File: config.mk
export PLATFORM = sky130hd
export DESIGN_NAME = latch_if_id_skid
export DESIGN_NICKNAME = d
export VERILOG_FILES = /design/src/rtl/latch_if_id_skid_pkg.sv /design/src/rtl/latch_if_id_skid_sat_counter.sv /design/src/rtl/latch_if_id_skid.sv
export SDC_FILE = /design/constraint.sdc
export NUM_CORES = 1
export LEC_CHECK = 0
export ABC_AREA = 1
export CAP_MARGIN = 20
export CORE_UTILIZATION = 50
export CTS_CLUSTER_SIZE = 28
export DETAILED_ROUTE_END_ITERATION = 12
export GPL_TIMING_DRIVEN = 0
export PLACE_DENSITY = 0.79
export SKIP_CTS_REPAIR_TIMING = 1
export SYNTH_ARGS = -nofsm -noshare
export SYNTH_HDL_FRONTEND = slang
export SYNTH_SLANG_ARGS = --single-unit
File: constraint.sdc
create_clock -name clk -period 3.1 [get_ports clk]
set_input_delay 0.62 -clock clk [delete_from_list [all_inputs] [get_ports clk]]
set_output_delay 0.62 -clock clk [all_outputs]
set_load 0.02 [all_outputs]
File: src/rtl/latch_if_id_skid_pkg.sv
// Shared pipeline definitions for the IF/ID skid stage and later pipeline stages.
//   skid_state_e : occupancy of a 2-entry skid stage (empty / one entry / full)
//   MIPS_NOP     : canonical MIPS no-op (sll $0,$0,0), driven on invalid slots
package latch_if_id_skid_pkg;

  typedef enum logic [1:0] {
    StEmpty = 2'd0,
    StOne   = 2'd1,
    StFull  = 2'd2
  } skid_state_e;

  localparam logic [31:0] MIPS_NOP = 32'h0000_0000;

endpackage

File: src/rtl/latch_if_id_skid_sat_counter.sv
// Saturating up-counter used for debug event counting.
//   clk     : rising-edge clock
//   rst_n   : asynchronous active-low reset, clears the count
//   i_inc   : count one event this cycle
//   o_count : current count, sticks at all-ones
//   o_sat   : count has reached all-ones
module latch_if_id_skid_sat_counter #(
  parameter int unsigned CNT_W = 16
) (
  input  logic             clk,
  input  logic             rst_n,
  input  logic             i_inc,
  output logic [CNT_W-1:0] o_count,
  output logic             o_sat
);

  logic [CNT_W-1:0] r_count;

  assign o_sat   = (r_count == {CNT_W{1'b1}});
  assign o_count = r_count;

  always_ff @(posedge clk or negedge rst_n) begin
    if (!rst_n) begin
      r_count <= '0;
    end else if (i_inc && !o_sat) begin
      r_count <= r_count + CNT_W'(1);
    end
  end

endmodule

File: src/rtl/latch_if_id_skid.sv
// IF/ID pipeline register with valid/ready handshake and a 2-entry skid buffer.
// Sits between fetch and decode; absorbs decode stalls without fetch bubbles.
//   clk / rst_n             : clock, asynchronous active-low reset
//   i_flush                 : discard all held entries (taken branch/jump)
//   i_in_valid / o_in_ready : fetch-side handshake (o_in_ready = not full)
//   i_pc_incrementado_in    : PC+4 from fetch
//   i_instruction_in        : fetched instruction
//   o_out_valid / i_out_ready : decode-side handshake (i_out_ready=0 is a hazard stall)
//   o_pc_incrementado_out   : head PC+4, 0 when not valid
//   o_instruction_out       : head instruction, NOP when not valid
//   o_stall_count           : saturating count of valid-but-stalled cycles
//   o_stall_sat             : stall counter has saturated
module latch_if_id_skid
  import latch_if_id_skid_pkg::*;
#(
  parameter int unsigned B     = 32,
  parameter int unsigned PC_W  = 32,
  parameter logic [B-1:0] NOP  = B'(MIPS_NOP),
  parameter int unsigned CNT_W = 16
) (
  input  logic             clk,
  input  logic             rst_n,
  input  logic             i_flush,
  input  logic             i_in_valid,
  output logic             o_in_ready,
  input  logic [PC_W-1:0]  i_pc_incrementado_in,
  input  logic [B-1:0]     i_instruction_in,
  output logic             o_out_valid,
  input  logic             i_out_ready,
  output logic [PC_W-1:0]  o_pc_incrementado_out,
  output logic [B-1:0]     o_instruction_out,
  output logic [CNT_W-1:0] o_stall_count,
  output logic             o_stall_sat
);

  skid_state_e r_state, w_state_d;

  logic [PC_W-1:0] r_head_pc, r_skid_pc;
  logic [B-1:0]    r_head_instr, r_skid_instr;

  logic w_in_ready, w_out_valid, w_accept, w_deliver;
  logic w_load_head_in, w_load_head_skid, w_load_skid;

  // Handshake flags decode straight from the state register: no input-to-output paths.
  assign w_in_ready  = (r_state != StFull);
  assign w_out_valid = (r_state != StEmpty);
  assign w_accept    = i_in_valid && w_in_ready;
  assign w_deliver   = w_out_valid && i_out_ready;

  always_comb begin
    w_state_d        = r_state;
    w_load_head_in   = 1'b0;
    w_load_head_skid = 1'b0;
    w_load_skid      = 1'b0;
    if (i_flush) begin
      // Offered entry is dropped even if accepted; a delivered head is already consumed.
      w_state_d = StEmpty;
    end else begin
      unique case (r_state)
        StEmpty: begin
          if (w_accept) begin
            w_state_d      = StOne;
            w_load_head_in = 1'b1;
          end
        end
        StOne: begin
          if (w_accept && w_deliver) begin
            w_load_head_in = 1'b1;
          end else if (w_accept) begin
            w_state_d   = StFull;
            w_load_skid = 1'b1;
          end else if (w_deliver) begin
            w_state_d = StEmpty;
          end
        end
        StFull: begin
          if (w_deliver) begin
            w_state_d        = StOne;
            w_load_head_skid = 1'b1;
          end
        end
        default: w_state_d = StEmpty;
      endcase
    end
  end

  always_ff @(posedge clk or negedge rst_n) begin
    if (!rst_n) begin
      r_state <= StEmpty;
    end else begin
      r_state <= w_state_d;
    end
  end

  // Data regs are never cleared on deliver; the output mux hides stale contents.
  always_ff @(posedge clk or negedge rst_n) begin
    if (!rst_n) begin
      r_head_pc    <= '0;
      r_head_instr <= NOP;
      r_skid_pc    <= '0;
      r_skid_instr <= NOP;
    end else begin
      if (w_load_head_in) begin
        r_head_pc    <= i_pc_incrementado_in;
        r_head_instr <= i_instruction_in;
      end else if (w_load_head_skid) begin
        r_head_pc    <= r_skid_pc;
        r_head_instr <= r_skid_instr;
      end
      if (w_load_skid) begin
        r_skid_pc    <= i_pc_incrementado_in;
        r_skid_instr <= i_instruction_in;
      end
    end
  end

  assign o_in_ready            = w_in_ready;
  assign o_out_valid           = w_out_valid;
  assign o_pc_incrementado_out = w_out_valid ? r_head_pc : '0;
  assign o_instruction_out     = w_out_valid ? r_head_instr : NOP;

  latch_if_id_skid_sat_counter #(
    .CNT_W (CNT_W)
  ) u_stall_cnt (
    .clk     (clk),
    .rst_n   (rst_n),
    .i_inc   (w_out_valid && !i_out_ready),
    .o_count (o_stall_count),
    .o_sat   (o_stall_sat)
  );

endmodule

## Word-level counts from Yosys, hierarchy flattened

Cells that the tools add are included.

| operators by class | value |
|---|---|
| add/subtract/negate cells | 1 |
| multipliers | 0 |
| divide/modulo/power cells | 0 |
| magnitude comparators | 0 |
| equality and inequality tests | 8 |
| shifts and indexed selects | 0 |
| mux-type cells | 23 |
| bitwise operators | 0 |
| reduce and logical (&&, ||, !) cells | 11 |

Operators with widths:

| kind | count |
|---|---|
| $mux 32 | 6 |
| $add 16x1->16 const B | 1 |
| $eq 16x16->1 const B | 1 |
| $mux 2 | 6 |
| $mux 1 | 9 |
| $ne 3x3->1 const B | 3 |
| $pmux 2 s3 | 1 |
| $logic_and 1x1->1 | 5 |
| $ne 4x4->1 const B | 1 |
| $reduce_and 4->1 | 1 |
| $reduce_bool 2->1 | 2 |
| $eq 2x1->1 const B | 1 |
| $eq 2x2->1 const B | 1 |
| $logic_not 1->1 | 2 |
| $logic_not 2->1 | 1 |
| $ne 2x2->1 const B | 1 |
| $pmux 1 s2 | 1 |

| storage, ports and cells | value |
|---|---|
| register bits after elaboration | 146 |
| bits in latches | 0 |
| memory bits (writable) | 0 |
| memory bits (read-only) | 0 |
| output and inout bits | 83 |
| word-level logic and storage cells | 49 |
| memories | 0 |

## Logic depth before layout (Yosys ltp)

| logic depth | value |
|---|---|
| word-level depth | 7 |
| mapped depth | 9 |
| gate-level depth less buffers | 8 |

## Hierarchy

A second synthesis with hierarchy kept.

| second synthesis, totals | value |
|---|---|
| cells, all modules | 1067 |
| area total of the unflattened synthesis | 7698.6 um^2 |

Modules (own cells, without submodules):

| module | instances | cells each | area an instance (um^2) | sequential area each (um^2) |
|---|---|---|---|---|
| latch_if_id_skid | 1 | 929 | 6648.9 | 3253.1 |
| latch_if_id_skid_sat_counter | 1 | 138 | 1049.8 | 400.4 |

## Worst setup path after synthesis

Ideal clock, no wire load.

| timing | value |
|---|---|
| path type | register to output |
| start | reg u_stall_cnt.r_count[0], in the netlist u_stall_cnt.o_count[0] |
| end | out o_stall_sat |
| arrival time | 1.526 ns |
| slack | 0.954 ns |
| stages on the path, launching flop included | 6 |
| buffers on the path | 0 |
| cells stage by stage | dfrtp_1 -> ha_1 -> nand3_2 -> clkinv_2 -> nand2_2 -> nor3_1 |

| between the ends | value |
|---|---|
| longest elaborated chain between the ends | 1 |

RTL lines:

| item | line | text |
|---|---|---|
| start: declaration | latch_if_id_skid_sat_counter.sv:17 | `logic [CNT_W-1:0] r_count;` |
| start signal: assignment | latch_if_id_skid_sat_counter.sv:26 | `r_count <= r_count + CNT_W'(1);` |
| $eq 16x16->1 | latch_if_id_skid_sat_counter.sv:19 | `assign o_sat = (r_count == {CNT_W{1'b1}});` |
| end: declaration | latch_if_id_skid.sv:33 | `output logic o_stall_sat` |

No other way between the ends.

## Worst setup path in the final report

| timing | value |
|---|---|
| start | reg r_state[0] |
| end | out o_pc_incrementado_out[17] |

| between the ends | value |
|---|---|
| longest elaborated chain between the ends | 2 |

RTL lines:

| item | line | text |
|---|---|---|
| start: declaration | latch_if_id_skid.sv:36 | `skid_state_e r_state, w_state_d;` |
| start signal: assignment | latch_if_id_skid.sv:89 | `r_state <= StEmpty;` |
| start signal: assignment | latch_if_id_skid.sv:91 | `r_state <= w_state_d;` |
| $reduce_bool 2->1 | latch_if_id_skid.sv:46 | `assign w_out_valid = (r_state != StEmpty);` |
| $mux 32 | latch_if_id_skid.sv:119 | `assign o_pc_incrementado_out = w_out_valid ? r_head_pc : '0;` |
| end: declaration | latch_if_id_skid.sv:30 | `output logic [PC_W-1:0] o_pc_incrementado_out,` |

No other way between the ends.

==> impl.org <==
** Run status
- The run finished with clean final reports.

** Final layout
- Antenna cell count :: 0
- The layout has 1,048 filler cells.
- After the flow finishes, the layout carries non-filler instances totaling 1,282.
- The finished cells cover 0.00951 mm2.
- The area growth from synthesis to layout is 35.1%.
- The post-route netlist has 7.59% of its cells at a drive strength greater than 1.
- For this run, the post-layout net count is 1,163.

** Flow run
- Across the run, the number of max-cap violations was 0.

** Drt
- Wires add up to 17.6 mm.
- Summing over every cut layer, the via total after detailed routing is 6,407.
- Using the TritonRoute via totals, the vias-per-cell ratio works out to 5.00.
- Drt drc :: 0
- The count of nets left with antenna violations once routing finished came out at 0.
- Pre-antenna DRT Iters :: 5
- Final routed wire length divided by cell count :: 13.7 um
- In this run, the number of DRC markers left after iteration 0 of detailed routing was 511.

** Placement
- Post-DP HPWL :: 12.2 mm
- Final Wtd Congestion :: 0.841
- Port buffer count :: 151
- Post-placement cell count :: 1,250
- Placed standard-cell area :: 0.00880 mm2

** Clock network
- The clock net in this run drives a total of 146 sinks.
- Clock Tree Root :: clkbuf_16
- For the worst-skew pair, the clock arrives at the later sink with an insertion delay of 0.42 ns.
- TritonCTS built the clock tree.
- Maximum clock path buffer count :: 2
- The H-tree was split into 4 levels.
- Clock Pin Slew Worst Setup and Hold Paths :: 0.06 ns
- Number of buffers inserted during clock tree synthesis :: 17

** GRT
- For this run the aggregate overflow at the end of global routing stands at 0.
- Global routing used 25.7% of the available tracks across all layers.
- Met1 capacity usage during global routing :: 34.0%
- The initial antenna violation count is 0.
- For this run, global-route usage on met2 was measured as 42.6%.
- Wire length of the first global-routing pass :: 29.4 mm
- Largest net degree at the start of global routing :: 80
- Vias in the first global route :: 6,102
- Highest-utilization routing layer at the global route stage :: met2
- For met3 alone, demand over resource in global routing was 5.61%.

** Timing
- The clock arrives with 0.00816 ns of skew.
- In the final timing run, aggregate negative setup slack is 0 ns.
- Dividing the final minimum period by the clock period gives 95.5%.
- Setup repair after global routing left no endpoint under its margin.
- Hold Violations, Final :: 0
- Worst Tran Pin Value :: 0.637 ns
- Setup violations remaining at the end of the flow were counted as 0.
- Clock period minus worst slack :: 2.96 ns
- Max Clk Rate :: 338 MHz
- The count of final max-slew check failures is 0.
- Worst slew margin relative to its limit :: 57.5%

** Critical path
- Worst Setup End Kind :: output pin
- Type of element launching the critical path :: flop
- In this run the register-to-register setup slack is 1.32 ns.
- Along the worst path, the maximum fanout reaches 10.
- STA puts the critical path data required time at 2.48 ns.
- The worst setup path is of the reg -> out kind.
- Arrival time of the worst setup path :: 2.34 ns

** Die
- In this run the core area contains 42 standard-cell rows.
- The floorplan step set the die height to 121 um.
- Starting utilization of the core area :: 52.1%
- Die width :: 121 um
- The core region is 0.0135 mm2.
- Area enclosed by the die boundary :: 0.0146 mm2
- For this design the top-level I/O count stands at 152.

** Synth
- For this run, the number of Yosys warnings is 0.
- Seq cells post-synth :: 146
- Yosys mapped the design onto 24 distinct sky130hd cell types.
- Synthesized netlist cell count :: 922
- Each instance of the synthesized netlist takes up on average 7.63 um2.
- The synthesized netlist occupies a cell area of 0.00704 mm2.
- When the netlist entered floorplanning its net count stood at 992.
- Sequential element share of the synthesized area :: 51.9%

** Worst hold path
- In this run the worst hold path is classified as in -> async.

** Pwr
- For this design the ratio of total power to cell area is 822 mW/mm2.
- Final Power :: 7.81 mW
- VDD sags by at most 505 uV.
- For this design the static power due to leakage is 4.50 nW.
-- state kept, by name, indices dropped and copies added (netlist names) --
name                 flops
r_head_instr            32
r_head_pc               32
r_skid_instr            32
r_skid_pc               32
u_stall_cnt.o_count     16
r_state                  2
-- cell type report --
| cell class | instances | area, um2 | area share (%) |
|---|---|---|---|
| timing repair buffer | 152 | 1540 | 16.2 |
| inverter | 145 | 546 | 5.74 |
| sequential | 146 | 3650 | 38.4 |
| multi-input combinational | 581 | 2560 | 26.9 |
| clock inverter | 10 | 253 | 2.66 |
| clock buffer | 22 | 454 | 4.78 |
| buffer | 50 | 282 | 2.96 |
| tap | 176 | 220 | 2.32 |
-- worst paths after layout --
path | endpoint | depth (start not counted) | start
max in group asynchronous | r_skid_pc[6] | 2 | rst_n
max reg2reg | u_stall_cnt.o_count[9] | 9 | u_stall_cnt.o_count[0]
min reg2reg | r_skid_pc[20] | 2 | r_skid_pc[20]
min | r_head_pc[26] | 1 | rst_n
min in group clk | r_skid_pc[20] | 2 | r_skid_pc[20]
max | o_pc_incrementado_out[17] | 5 | r_state[0]
-- cell usage in the layout, fill, tap and decap left out, types with 8 or more instances in the layout --
cell and instances:
nand4_1 8, inv_1 142, clkbuf_16 17, nand2_1 263, clkdlybuf4s50_1 150, o21ai_1 122
dfrtp_1 146, nand3_1 9, clkbuf_1 13, bufinv_16 8, buf_2 30, nor2_1 85
o21ai_0 71
-- cell usage after synthesis, drive strengths merged --
library cell	count	area (um2)
o221ai	2	17.5
nand2	268	1020
nor2	87	332
and3	1	6.26
inv	144	541
nand3b	1	7.51
dfrtp	146	3650
o21ai	194	982
buf	40	243
clkbuf	10	37.5
nand3	11	65.1
xnor2	7	61.3
nor3	1	5.00
ha	1	12.5
clkinv	1	5.00
nand4	8	50.1
-- logic make-up (layout without fill, tap and decap cells) --
group           after synthesis  count (layout)  synth area share (%)
fa+ha+maj                     1               1                 0.178
buf+inv                     195             379                  11.7
simple gates                377             377                  21.1
xor+xnor                      7               7                 0.871
compound gates              196             196                  14.2
flops                       146             146                  51.9
-- power breakdown --
| part | internal (mW) | switching (mW) |
|---|---|---|
| sequential | 2.64 | 0.344 |
| clock | 1.69 | 0.779 |
| combinational | 1.02 | 1.33 |
-- worst max-delay path, cell delays in order, from the launching register on --
cell and delay (ns):
dfrtp_1 0.44, nor2_1 0.25, buf_2 0.32, buf_2 0.28
nor2_1 0.06, clkdlybuf4s50_1 0.57
-- through the flow --
stage	setup WS (ns)	utilization, %	hold slack [ns]
5_1_grt	0.0143	70.4	0.225
3_5_place_dp	0.334	65.1	0.478
6_report	0.139	70.4	0.185
4_1_cts	-0.118	70.4	0.208
2_1_floorplan	0.954	-	0.324
3_3_place_gp	-4.47	64.9	0.467
-- layer usage --
metal  part of all wire (%)  wire length (um)
met5                      0                 0
met1                     45              7940
met2                     49              8560
met4                    1.1               198
met3                    5.2               907
(Power assumes the default switching activity.)
